## src/rtl/fm_sweep_ctrl.sv

```systemverilog
// rtl/fm_sweep_ctrl.sv - DDS frequency-word sweep/hop scheduler; FM_SWEEP_TRIANGLE_EN selects triangle continuous mode
module fm_sweep_ctrl #(
    parameter int          DWELL_W    = 24,
    parameter int          CNT_W      = 16,
    parameter logic [31:0] RESET_WORD = 32'd105
) (
    input  logic               clk_in,
    input  logic               rst_n,
    input  logic               start,
    input  logic               abort,
    input  logic [31:0]        cfg_start_word,
    input  logic [31:0]        cfg_stop_word,
    input  logic [31:0]        cfg_step_word,
    input  logic [DWELL_W-1:0] cfg_dwell,
    input  logic               cfg_continuous,
    output logic [31:0]        fre_word,
    output logic               word_valid,
    output logic               busy,
    output logic               done,
    output logic [CNT_W-1:0]   sweep_cnt
);

    typedef enum logic [1:0] {S_IDLE, S_DWELL, S_DONE} state_t;

    state_t             state_q, state_d;
    logic [31:0]        start_q, start_d;
    logic [31:0]        stop_q, stop_d;
    logic [31:0]        step_q, step_d;
    logic [DWELL_W-1:0] dwell_q, dwell_d;
    logic               cont_q, cont_d;
    logic               base_up_q, base_up_d;
    logic               rev_q, rev_d;
    logic [DWELL_W-1:0] dwell_cnt_q, dwell_cnt_d;
    logic [31:0]        word_q, word_d;
    logic               valid_q, valid_d;
    logic [CNT_W-1:0]   cnt_q, cnt_d;

    logic [31:0]        pass_tgt;
    logic               pass_up;
    logic               last_dwell;
    logic               pass_end;

    // One step toward tgt in 33-bit arithmetic; overshoot or wrap clamps to tgt.
    function automatic logic [31:0] step_toward(input logic [31:0] cur,
                                                input logic [31:0] tgt,
                                                input logic [31:0] stp,
                                                input logic        up);
        logic [32:0] s;
        if (up) begin
            s = {1'b0, cur} + {1'b0, stp};
            step_toward = (s[32] || (s[31:0] > tgt)) ? tgt : s[31:0];
        end else begin
            s = {1'b0, cur} - {1'b0, stp};
            step_toward = (s[32] || (s[31:0] < tgt)) ? tgt : s[31:0];
        end
    endfunction

    // A reverse pass (triangle only) heads back to the start word.
    assign pass_tgt   = rev_q ? start_q : stop_q;
    assign pass_up    = rev_q ? ~base_up_q : base_up_q;
    assign last_dwell = (dwell_cnt_q == (dwell_q - 1'b1));
    assign pass_end   = (word_q == pass_tgt) || (step_q == '0);

    always_comb begin
        state_d     = state_q;
        start_d     = start_q;
        stop_d      = stop_q;
        step_d      = step_q;
        dwell_d     = dwell_q;
        cont_d      = cont_q;
        base_up_d   = base_up_q;
        rev_d       = rev_q;
        dwell_cnt_d = dwell_cnt_q;
        word_d      = word_q;
        valid_d     = 1'b0;
        cnt_d       = cnt_q;

        if (abort) begin
            state_d = S_IDLE;
        end else begin
            case (state_q)
                S_IDLE: begin
                    if (start) begin
                        start_d     = cfg_start_word;
                        stop_d      = cfg_stop_word;
                        step_d      = cfg_step_word;
                        dwell_d     = (cfg_dwell == '0) ? {{(DWELL_W-1){1'b0}}, 1'b1} : cfg_dwell;
                        cont_d      = cfg_continuous;
                        base_up_d   = (cfg_stop_word >= cfg_start_word);
                        rev_d       = 1'b0;
                        dwell_cnt_d = '0;
                        word_d      = cfg_start_word;
                        valid_d     = 1'b1;
                        cnt_d       = '0;
                        state_d     = S_DWELL;
                    end
                end
                S_DWELL: begin
                    if (!last_dwell) begin
                        dwell_cnt_d = dwell_cnt_q + 1'b1;
                    end else begin
                        dwell_cnt_d = '0;
                        if (!pass_end) begin
                            word_d  = step_toward(word_q, pass_tgt, step_q, pass_up);
                            valid_d = 1'b1;
                        end else if (!cont_q) begin
                            state_d = S_DONE;
                        end else begin
                            cnt_d   = cnt_q + 1'b1;
                            valid_d = 1'b1;
`ifdef FM_SWEEP_TRIANGLE_EN
                            // Turn around from the endpoint just held, without repeating it.
                            rev_d  = ~rev_q;
                            word_d = step_toward(word_q, rev_q ? stop_q : start_q, step_q,
                                                 rev_q ? base_up_q : ~base_up_q);
`else
                            word_d = start_q;
`endif
                        end
                    end
                end
                S_DONE:  state_d = S_IDLE;
                default: state_d = S_IDLE;
            endcase
        end
    end

    always_ff @(posedge clk_in or negedge rst_n) begin
        if (!rst_n) begin
            state_q     <= S_IDLE;
            start_q     <= '0;
            stop_q      <= '0;
            step_q      <= '0;
            dwell_q     <= '0;
            cont_q      <= 1'b0;
            base_up_q   <= 1'b1;
            rev_q       <= 1'b0;
            dwell_cnt_q <= '0;
            word_q      <= RESET_WORD;
            valid_q     <= 1'b0;
            cnt_q       <= '0;
        end else begin
            state_q     <= state_d;
            start_q     <= start_d;
            stop_q      <= stop_d;
            step_q      <= step_d;
            dwell_q     <= dwell_d;
            cont_q      <= cont_d;
            base_up_q   <= base_up_d;
            rev_q       <= rev_d;
            dwell_cnt_q <= dwell_cnt_d;
            word_q      <= word_d;
            valid_q     <= valid_d;
            cnt_q       <= cnt_d;
        end
    end

    assign fre_word   = word_q;
    assign word_valid = valid_q;
    assign busy       = (state_q == S_DWELL);
    assign done       = (state_q == S_DONE);
    assign sweep_cnt  = cnt_q;

endmodule

```

## config.mk

```make
export PLATFORM = sky130hd
export DESIGN_NAME = fm_sweep_ctrl
export DESIGN_NICKNAME = d
export VERILOG_FILES = /design/src/rtl/fm_sweep_ctrl.sv
export SDC_FILE = /design/constraint.sdc
export NUM_CORES = 1
export LEC_CHECK = 0
export ABC_AREA = 0
export BUFFER_PORTS_ARGS = -buffer_cell sky130_fd_sc_hd__buf_4
export CAP_MARGIN = 15
export CORE_MARGIN = 5
export CORE_UTILIZATION = 55
export CTS_CLUSTER_SIZE = 28
export DETAILED_ROUTE_END_ITERATION = 6
export PLACE_DENSITY = 0.84
export SLEW_MARGIN = 10
export SYNTH_ARGS = -nofsm -noshare
export SYNTH_HDL_FRONTEND = slang
export SYNTH_SLANG_ARGS = --single-unit
```

## constraint.sdc

```tcl
create_clock -name clk_in -period 9 [get_ports clk_in]
set_input_delay 1.8 -clock clk_in [delete_from_list [all_inputs] [get_ports clk_in]]
set_output_delay 1.8 -clock clk_in [all_outputs]
set_load 0.1 [all_outputs]
```

== Word-level counts from Yosys, hierarchy flattened ==
Index checks and enable logic that the tools add are counted.

* Bits in registers: 197
* Word-level logic and storage cells: 74

* Add/subtract/negate cells: 5
* Order comparisons: 3
* Eq/ne operators: 13
* Muxes and demuxes: 29
* Bitwise logic cells: 1
* Reductions and logical operators: 12

{| class="wikitable"
|+ Operator list
! operator !! count
|-
| $mux W32 || 7
|-
| $mux W24 || 3
|-
| $mux W16 || 4
|-
| $pmux W32 S2 || 1
|-
| $pmux W24 S2 || 1
|-
| $add A32 B32 Y33 || 1
|-
| $sub A32 B32 Y33 || 1
|-
| $eq A32 B32 Y1 || 1
|-
| $ge A32 B32 Y1 || 1
|-
| $gt A32 B32 Y1 || 1
|-
| $logic_not A32 Y1 || 1
|-
| $lt A32 B32 Y1 || 1
|-
| $pmux W16 S2 || 1
|-
| $add A24 B1 Y24 const B || 1
|-
| $eq A24 B24 Y1 || 1
|-
| $logic_not A24 Y1 || 1
|-
| $sub A24 B1 Y24 const B || 1
|-
| $add A16 B1 Y16 const B || 1
|-
| $mux W2 || 5
|-
| $ne A3 B3 Y1 const B || 3
|-
| $ne A2 B1 Y1 const B || 3
|-
| $ne A3 B2 Y1 const B || 2
|-
| $reduce_and A3 Y1 || 2
|-
| $reduce_and A6 Y1 || 1
|-
| 12 further kinds || 18
|}

== Logic depth before layout (Yosys ltp) ==
Gate-level depths: netlist (run 1).

* Depth after elaboration: 8
* Depth in mapped cells: 25
* Mapped depth without buffers: 22

== Worst setup path after synthesis (run 1) ==
Ideal clock, no wire load.

* Path type: flip-flop to flip-flop
* Start point: reg word_q[9], in the netlist fre_word[9]
* End point: reg word_q[18], in the netlist fre_word[18]
* Library setup time: 133 ps
* Arrival time: 5926 ps
* Required time: 8867 ps
* Slack: 2941 ps
* Stages on the path, launching flop included: 24
* Path buffers: 3
* Period minus slack after synthesis: 6059 ps
* Cell sequence: dfrtp_1 ha_1 clkbuf_1 nor2_1 a211o_1 a221o_1 a22oi_1 a311oi_1 a221o_1 a31o_2 xnor2_1 ha_1 nand4_1 or4_1 a31o_2 a31oi_1 a21oi_1 and3_1 and2_1 clkbuf_1 clkbuf_1 a22o_1 a22oi_1 o21ai_0

* Longest elaborated chain between the ends: 8
* Elaborated cells between the ends (all ways): 16
* Those cells by class: add/sub: 2; order compare: 2; eq/ne: 2; mux: 6; reduce/logical: 4

{| class="wikitable"
|+ Ends and longest elaborated chain
! element !! RTL line !! text
|-
| from (decl) || 34 || <nowiki>logic [31:0] word_q, word_d;</nowiki>
|-
| from (signal assigned) || 152 || <nowiki>word_q <= word_d;</nowiki>
|-
| $sub A32 B32 Y33 / $add A32 B32 Y33 (equally long branches) || 53, 50 ||
|-
| $lt A32 B32 Y1 / $gt A32 B32 Y1 (equally long branches) || 54, 51 ||
|-
| $logic_or A1 B1 Y1, on equally long branches || 54, 51 ||
|-
| $mux W32, on equally long branches || 54, 51 ||
|-
| $mux W32 || 49 || <nowiki>if (up) begin</nowiki>
|-
| $mux W32 || 103 || <nowiki>if (!pass_end) begin</nowiki>
|-
| $mux W32 || 99 || <nowiki>if (!last_dwell) begin</nowiki>
|-
| $pmux W32 S2 || 81 || <nowiki>case (state_q)</nowiki>
|}

Several ways; a longest one is shown, not always the timed one. The select of a mux whose other input is x is not followed.
A chain may end at the register's enable or synchronous reset.

== Final worst setup path (run 1) ==
* Start point: reg word_q[9], in the netlist fre_word[9]
* End point: reg word_q[30], in the netlist fre_word[30]

The elaborated chain is that of the path after synthesis.

==> impl_metrics.toml, run 1 <==
[synth]
seq_area_frac_synth = 0.3080
synth_area_leader_cell = "dfrtp_1"
yosys-top-cells-area = "dfrtp_1 (30%), ha_1 (13%), xnor2_1 (6.2%)"
synth_fp_nets = 2258
yosys_warnings = 0
synth_async_sr_flop_share = 1.000
synth_top_area_frac = 0.2998
synth-seq-cells = 197
ys.flop_type = "dfrtp_1"
synth_edf_count = 0
avgSynthCellArea_sq_um = 8.139
ys_top_cells_by_count = "nand2_1 (254), dfrtp_1 (192), o21ai_0 (173)"
syn_area_sq_mm = 0.01603
yosysUniqueCellTypes = 81
yosysMostFrequentCell = "nand2_1"
syn_inst = 1969

[sta]
hold_viol_final = 0
skew_ns = 0.02172
rsz0062_at_grt = "false"
maxSlewViolCount = 0
min_period_over_period = 0.7568
timing.setup.tns_ns = 0
worst_pin_slew_ns = 1.124
setup_violations = 0
period_needed_ns = 6.811
slew_headroom = 0.2482
fmax_ghz = 0.1468

[route]
routed_wl_microns = 54410
routedWlPerCell_microns = 22.01
drt_pass1_iterations = 6
dr_total_vias = 15850
drc = 0
postRouteAntennaNets = 0
first_iter_violations = 1784
via_per_inst = 6.412

[grt]
grt_start_max_net_pins = 153
grt_pass1_wl_microns = 83330
overflow = 0
grt_pass1_vias = 15170
antenna_found_initial = 0
grt_usage = 0.3218

[worst_setup_path]
critPathKind = "reg -> reg"
cp.required_ns = 9.36
end_kind = "register"
cp-start-kind = "register"
crit_fanout = 11
worst_ep_arrival_time_ns = 7.17

[final_layout]
area_delta_synth_final_pct = 13.05
nNetsFinal = 2364
antenna_cells = 0
drive_gt1_frac = 0.1216
fin_cells = 2472
nFillCells = 2574

[outcome]
status = "finished clean"

[clock_network]
hold_buffers = 0
clock_sinks = 197
htree_num_levels = 4
cts_made_buffers = 17
post_cts_resized = 0
clk_latency_ns = 0.46
post_cts_buffers = 0
cts_root_buffer = "clkbuf_16"
cts_tree = "yes"
max-clock-path-buffers = 2
clkTransAtPathRegs_ns = 0.09

[floorplanning]
rows = 62
die_w_microns = 180.7
top_level_ports = 176
core_sq_mm = 0.02870
initial_core_util = 0.5584
die_area_sq_mm = 0.03265
die_h_microns = 180.7

[place]
dp_hpwl_microns = 42200
numPlacedInstances = 2440
port_buffers = 175
routabilityCongestion = 1.028

[power]
peakVddDrop_v = 0.0003279
powerDensity_mw_per_mm2 = 428.2
p_leak_uw = 0.008347

[worst_hold_path]
hold_path_class = "reg -> reg"

[flow_run]
maxCapViolations = 0
==> per-layer routing <==
| layer | wire [microns] | share of wire | up-vias | track usage |
|---|---|---|---|---|
| li1 | - | - | 7250 | - |
| met1 | 22660 | 0.42 | 7582 | 0.4394 |
| met2 | 24240 | 0.45 | 875 | 0.5084 |
| met3 | 4930 | 0.091 | 143 | 0.05389 |
| met4 | 2576 | 0.047 | 0 | 0.1364 |
| met5 | 0 | 0 | - | 0 |
==> layout by cell type, fill, tap and decap left out, drive strengths merged, types with 22 or more instances in the layout <==
master | Yosys | routed
a21o | 35 | 35
a21oi | 127 | 127
a22oi | 23 | 23
a31oi | 22 | 22
and3 | 25 | 25
buf | 12 | 183
dfrtp | 192 | 192
ha | 162 | 162
inv | 144 | 148
nand2 | 254 | 254
nand3 | 33 | 33
nand4 | 50 | 50
nor2 | 133 | 133
nor3 | 43 | 43
nor4 | 33 | 33
o211ai | 22 | 22
o21ai | 180 | 180
xnor2 | 113 | 113
xor2 | 33 | 33
==> stage by stage <==
| stage | power, uW | area [sq um] | worst slack, ns | utilization | hold slack, ns |
|---|---|---|---|---|---|
| after floorplan | 5289 | 16030 | 2.941 | - | 0.4447 |
| after global placement | 6739 | 17540 | 2.407 | 0.6112 | 0.4590 |
| after detailed placement | 6819 | 17540 | 2.237 | 0.6112 | 0.4712 |
| after CTS | 7614 | 18120 | 2.247 | 0.6312 | 0.4893 |
| after global routing | 8258 | 18120 | 1.880 | 0.6312 | 0.5086 |
| final | 7757 | 18120 | 2.189 | 0.6312 | 0.4879 |
==> critical path, stage by stage (launching register included) <==
cell      delay [ns]
dfrtp_1         0.46
ha_1            0.52
nor2_1          0.17
a211o_1         0.31
a221o_1         0.37
a22oi_1         0.40
o211ai_1        0.30
a21oi_1         0.35
o21ai_0         0.17
xnor2_1         0.27
inv_1           0.08
ha_1            0.30
nand4_1         0.15
or4_1           0.59
a31o_2          0.24
a31oi_1         0.14
a21oi_1         0.08
and3_1          0.44
o22ai_1         0.94
a221oi_1        0.19
a21o_1          0.24
==> state kept, by name (all words and copies together) (netlist names) <==
signal and flops:
word_valid 1, fre_word 32, base_up_q 1, state_q 2, dwell_cnt_q 24, start_q 32
sweep_cnt 16, step_q 32, cont_q 1, stop_q 32, dwell_q 24
==> path summary, 6_finish.rpt <==
kind	start	endpoint	slack, ns	depth (start not counted)
worst min-delay path	start_q[25]$_DFFE_PN0P_	start_q[25]$_DFFE_PN0P_	0.49	2
worst max-delay path	fre_word[9]$_DFFE_PN0P_	fre_word[30]$_DFFE_PN0P_	2.19	20
worst min register to register	start_q[25]$_DFFE_PN0P_	start_q[25]$_DFFE_PN0P_	0.49	2
worst max register to register	fre_word[9]$_DFFE_PN0P_	fre_word[30]$_DFFE_PN0P_	2.19	20
max in group asynchronous	rst_n	stop_q[25]$_DFFE_PN0P_	5.93	2
min in group asynchronous	rst_n	dwell_q[15]$_DFFE_PN0P_	1.52	1
==> cell families (layout without fill, tap and decap cells) <==
| family | after synthesis | in the layout | synth area share |
|---|---|---|---|
| flip-flops | 197 | 197 | 0.3080 |
| XOR/XNOR | 146 | 146 | 0.07979 |
| adder cells (fa/ha/maj) | 164 | 164 | 0.1290 |
| buffers and inverters | 242 | 361 | 0.05840 |
| AND/OR/NAND/NOR | 646 | 646 | 0.1930 |
| multiplexers | 15 | 15 | 0.009915 |
| AO/OA/AOI/OAI | 559 | 559 | 0.2220 |
==> where the power goes <==
| part | internal, uW | switching, uW |
|---|---|---|
| sequential | 1130 | 382 |
| combinational | 1940 | 3530 |
| clock | 369 | 408 |
| total | 3440 | 4320 |
==> layout make-up <==
class | instances | area (sq um) | share of cell area
flip-flops and latches | 197 | 4936 | 0.2724
inverters | 145 | 544.3 | 0.03004
clock buffers | 19 | 432.9 | 0.02389
repair buffers | 184 | 1400 | 0.07728
well taps | 384 | 480.5 | 0.02652
multi-input cells | 1530 | 10180 | 0.5620
clock inverters | 13 | 141.4 | 0.007804
No activity file was read; power rests on OpenSTA's default activity.
==> run 2: changes to the inputs <==
Settings changed: ABC_AREA 0 to 1, PLACE_DENSITY 0.84 to 0.86.
Clock period 9 ns to 5.67 ns, I/O delays scaled along.
==> run 2 against run 1 <==
Worst setup slack lost 1.1 ns. Worst hold slack better by 0.0037 ns. Clock skew down 0.0028 ns. Wire length grew 16%. Final cell count up 50%. Clock-buffer cell count shrank 2. Sequential cell count unchanged. Critical path depth is 4 higher. Synthesized area grew 21%. Synthesized cell count rose by 60%. Maximum frequency is 47% higher.
==> impl_metrics.toml, run 2 <==
[synth]
synth-seq-cells = 197
avgSynthCellArea_sq_um = 6.158
syn_area_sq_mm = 0.01935
synth_top_family_by_area = "simple AND/OR/NAND/NOR gates"
synth_top_area_frac = 0.2482
syn_inst = 3143
yosysMostFrequentCell = "nand2_1"
synthAdderAreaFrac = 0.1068
synth-compound-area-share = 0.09884
synth_area_leader_cell = "dfrtp_1"
synth_fp_nets = 3432
yosys_warnings = 0
ys_top_cells_by_count = "nand2_1 (933), inv_1 (508), nor2_1 (383)"
synthXorXnorAreaFrac = 0.03530
synth_edf_count = 0
ys.flop_type = "dfrtp_1"
synth_simple_gate_area_frac = 0.3716
seq_area_frac_synth = 0.2550
muxShareOfSynthArea = 0.001164
yosysUniqueCellTypes = 48
yosys-top-cells-area = "dfrtp_1 (25%), nand2_1 (18%), ha_1 (10%)"
synth_async_sr_flop_share = 1.000

[worst_setup_path]
worst_ep_arrival_time_ns = 4.98
crit_top_cell = "nand2_1"
slowest_stage = "ha_1"
crit_fanout = 24
max_stage_delay_ns = 0.52
cp-start-kind = "register"
end_kind = "register"
critPathKind = "reg -> reg"
cp.required_ns = 6.03
path_cells = "ha_1 > nand2_1 > nor2_1 > inv_1 > nor2_1 > nand4_1 > nand3_1 > nand2_1 > nand2_1 > inv_1 > ha_1 > a21oi_1 > o21ai_0 > nand2_1 > nand2_1 > a21oi_1 > nand2_1 > nand2_1 > buf_4 > nand2_1 > nand3_1 > nand3_1 > nand2_1 > a21boi_1"

[route]
routedWlPerCell_microns = 17.00
drt_pass1_iterations = 6
drc = 0
via_per_inst = 5.505
dr_total_vias = 20460
postRouteAntennaNets = 0
first_iter_violations = 2493
routed_wl_microns = 63180

[clock_network]
post_cts_buffers = 0
clkTransAtPathRegs_ns = 0.08
hold_buffers = 0
max-clock-path-buffers = 2
clk_latency_ns = 0.47
cts_tree = "yes"
clock_sinks = 197
htree_num_levels = 4
cts_root_buffer = "clkbuf_16"
cts_made_buffers = 17
post_cts_resized = 0

[sta]
hold_viol_final = 0
worst_pin_slew_ns = 1.033
min_period_over_period = 0.8151
fmax_ghz = 0.2164
period_needed_ns = 4.622
timing.setup.tns_ns = 0
maxSlewViolCount = 0
skew_ns = 0.01890
slew_headroom = 0.3080
setup_violations = 0
rsz0062_at_grt = "false"

[place]
numPlacedInstances = 3683
routabilityCongestion = 1.083
dp_hpwl_microns = 49130
port_buffers = 175

[floorplanning]
die_h_microns = 197.6
die_w_microns = 197.6
core_sq_mm = 0.03463
rows = 68
initial_core_util = 0.5589
die_area_sq_mm = 0.03904
top_level_ports = 176

[final_layout]
layout_commonest_cell = "nand2_1"
fin_cells = 3716
final_util = 0.6213
final_cell_mix = "nand2_1 (932), inv_1 (508), nor2_1 (382), nand3_1 (261), buf_4 (194)"
area_delta_synth_final_pct = 11.16
nFillCells = 3222
antenna_cells = 0
nNetsFinal = 3537
drive_gt1_frac = 0.09506

[grt]
grt_usage = 0.3200
antenna_found_initial = 0
overflow = 0
grt_pass1_vias = 19040
grt_pass1_wl_microns = 100600
grt_start_max_net_pins = 107

[flow_run]
maxCapViolations = 0

[outcome]
status = "finished clean"

[worst_hold_path]
hold_path_class = "reg -> reg"
-- run 2: cell count changes after synthesis, sizes merged, moves of 33 or more --
| cell | before | now |
|---|---|---|
| nand2 | 254 | 935 |
| nand3 | 33 | 264 |
| inv | 144 | 528 |
| nor2 | 133 | 390 |
| buf | 12 | 71 |
| o21ai | 180 | 107 |
| clkbuf | 85 | 41 |
| xor2 | 33 | 66 |
| a21oi | 127 | 179 |
| xnor2 | 113 | 12 |
-- run 2: worst max-delay path, delay by kind of cell, from the launching register on --
kind / cells / cell delay, ns
and+or+nand+nor: 15 / 2.24
AOI/OAI and AO/OA: 4 / 0.43
buffers and inverters: 3 / 0.51
DFF: 1 / 0.50
adders and majority gates: 2 / 0.81
-- run 2: per-layer routing --
layer,GRT usage,up-vias,part of all wire
met5,0,-,0
met4,0.1418,0,0.048
met3,0.04656,145,0.086
met2,0.4954,1025,0.44
met1,0.4462,9270,0.43
li1,-,10020,-
-- run 2: logic make-up (layout without fill, tap and decap cells) --
| family | Yosys count | after routing |
|---|---|---|
| compound gates | 333 | 333 |
| xor+xnor | 78 | 78 |
| fa+ha+maj | 164 | 164 |
| buf+inv | 643 | 761 |
| flops | 197 | 197 |
| mux | 2 | 2 |
| simple gates | 1726 | 1726 |
-- run 2: final cells by class --
class                   instances  area (sq um)  share of cell area
well taps                     455         569.3             0.02646
flip-flops and latches        197          4936              0.2294
inverters                     531          1993             0.09264
clock inverters                15         160.2            0.007444
clock buffers                  17         425.4             0.01977
multi-input cells            2303         11890              0.5528
repair buffers                198          1538             0.07147
-- run 2: per-stage QoR --
stage / area [sq um] / setup WS [ns] / hold slack, ns
4_1_cts: 21490 / 1.222 / 0.4936
3_5_place_dp: 20900 / 1.309 / 0.4737
6_report: 21520 / 1.048 / 0.4917
2_1_floorplan: 19350 / 1.640 / 0.4537
3_3_place_gp: 20900 / 1.384 / 0.4678
5_1_grt: 21520 / 0.8345 / 0.5122
-- run 2: path summary, 6_finish.rpt --
check / from / to / slack (ns) / depth (start not counted)
max: fre_word[17]$_DFFE_PN0P_ / fre_word[4]$_DFFE_PN0P_ / 1.05 / 24
min reg2reg: start_q[12]$_DFFE_PN0P_ / start_q[12]$_DFFE_PN0P_ / 0.49 / 2
max in group asynchronous: rst_n / dwell_q[21]$_DFFE_PN0P_ / 3.83 / 2
min in group asynchronous: rst_n / step_q[8]$_DFFE_PN0P_ / 0.71 / 1
min: start_q[12]$_DFFE_PN0P_ / start_q[12]$_DFFE_PN0P_ / 0.49 / 2
max reg2reg: fre_word[17]$_DFFE_PN0P_ / fre_word[4]$_DFFE_PN0P_ / 1.05 / 24
Power of run 2 is left out: the tool's default activity adds up to more than one toggle a clock period on the data nets, which glitch-free logic cannot reach.
==> run 3: changes to the inputs <==
Settings changed: PLACE_DENSITY 0.86 to 0.83.
Clock period 5.67 ns to 4.44 ns, I/O delays scaled along.
==> run 3 against run 2 <==
The run now ends with DRC left. First-iteration DRC count down 7.4%. Non-clock buffer count is 42 higher. Final cell count up 1.1%.
==> impl_metrics.toml, run 3 (synthesis results as in run 2) <==
[worst_setup_path]
worst_ep_arrival_time_ns = 4.56
cp.required_ns = 4.80
slowest_stage = "dfrtp_1"
crit_fanout = 32
end_kind = "register"
critPathKind = "reg -> reg"
crit_top_cell = "nand2_1"
r2r_cells = 25
cp-start-kind = "register"
max_stage_delay_ns = 0.46

[final_layout]
layout_commonest_cell = "nand2_1"
nNetsFinal = 3579
antenna_cells = 0
fin_cells = 3758
drive_gt1_frac = 0.1150
area_delta_synth_final_pct = 13.89
final_util = 0.6365
nFillCells = 3252
final_cell_mix = "nand2_1 (927), inv_1 (508), nor2_1 (374), nand3_1 (260), buf_4 (229)"

[route]
postRouteAntennaNets = 0
dr_total_vias = 21190
via_per_inst = 5.638
first_iter_violations = 2308
routedWlPerCell_microns = 18.10
drc = 1
drt_pass1_iterations = 7
routed_wl_microns = 68010

[place]
dp_hpwl_microns = 54190
numPlacedInstances = 3722
port_buffers = 175
routabilityCongestion = 1.027

[grt]
grt_usage = 0.3398
grt_pass1_wl_microns = 105200
grt_pass1_vias = 19900
overflow = 0
grt_start_max_net_pins = 86
antenna_found_initial = 0

[floorplanning]
initial_core_util = 0.5589
core_sq_mm = 0.03463
die_h_microns = 197.6
rows = 68
die_w_microns = 197.6
die_area_sq_mm = 0.03904
top_level_ports = 176

[sta]
worst_pin_slew_ns = 0.9718
rsz0062_at_grt = "true"
fmax_ghz = 0.2379
maxSlewViolCount = 0
slew_headroom = 0.3490
setup_violations = 0
skew_ns = 0.01946
hold_viol_final = 0
min_period_over_period = 0.9466
period_needed_ns = 4.203

[outcome]
status = "finished, violations left"
violations = "DRC"

[clock_network]
clk_latency_ns = 0.47
cts_root_buffer = "clkbuf_16"
hold_buffers = 0
cts_tree = "yes"
clock_sinks = 197
max-clock-path-buffers = 2
htree_num_levels = 4
cts_made_buffers = 17
clkTransAtPathRegs_ns = 0.09

[flow_run]
maxCapViolations = 0

[worst_hold_path]
hold_path_class = "in -> async"
## run 3: cell count changes in the layout (fill, tap and decap cells not counted), sizes merged
| cell | before | now |
|---|---|---|
| buf | 197 | 239 |
| inv | 536 | 533 |
| clkbuf | 18 | 19 |
| clkinv | 9 | 11 |
## run 3: path summary, 6_finish.rpt
check | start | to | slack [ns]
hold / removal | rst_n | step_q[14]$_DFFE_PN0P_ | 0.44
hold reg to reg | start_q[15]$_DFFE_PN0P_ | start_q[15]$_DFFE_PN0P_ | 0.49
setup reg to reg | fre_word[10]$_DFFE_PN0P_ | fre_word[18]$_DFFE_PN0P_ | 0.24
min in group clk_in | start_q[15]$_DFFE_PN0P_ | start_q[15]$_DFFE_PN0P_ | 0.49
setup / recovery | fre_word[10]$_DFFE_PN0P_ | fre_word[18]$_DFFE_PN0P_ | 0.24
max in group asynchronous | rst_n | base_up_q$_DFFE_PN1P_ | 3.14
## run 3: repair_timing
item,CTS,global route
endpoints found under the setup margin,0,32
resized for setup,0,31
buffers inserted,0,2
## run 3: final cells by class
class | instances | area (sq um) | area share
Multi-Input combinational cell | 2303 | 12000 | 0.5444
Sequential cell | 197 | 4936 | 0.2239
Inverter | 531 | 1993 | 0.09042
Timing Repair Buffer | 240 | 1919 | 0.08707
Tap cell | 455 | 569.3 | 0.02583
Clock buffer | 18 | 439.2 | 0.01992
Clock inverter | 14 | 186.4 | 0.008458
## run 3: metal layers
metal	GRT usage	up-vias	wire length [microns]
met1	0.4376	9775	27040
met4	0.1806	0	4301
met3	0.04537	227	5615
met2	0.5572	1087	31060
li1	-	10100	-
met5	0	-	0
## run 3: worst max-delay path, delay by kind of cell (launching register included)
| family | cells | cell delay [ns] |
|---|---|---|
| simple gates | 16 | 1.83 |
| buf+inv | 5 | 0.69 |
| fa+ha+maj | 2 | 0.77 |
| xor+xnor | 1 | 0.26 |
| flops | 1 | 0.46 |
| compound gates | 1 | 0.06 |
## run 3: metrics by stage
stage	hold WS (ns)	TNS (ns)	setup WS (ns)	cell area (sq um)
floorplan	0.4537	0	0.4102	19350
global placement	0.4681	0	0.05438	21260
detailed placement	0.4735	0	0.06458	21260
CTS	0.4941	0	0.04519	21880
global route	0.4916	-0.008924	-0.008924	22040
finish	0.4435	0	0.2372	22040
Power of run 3 is left out for the same reason.
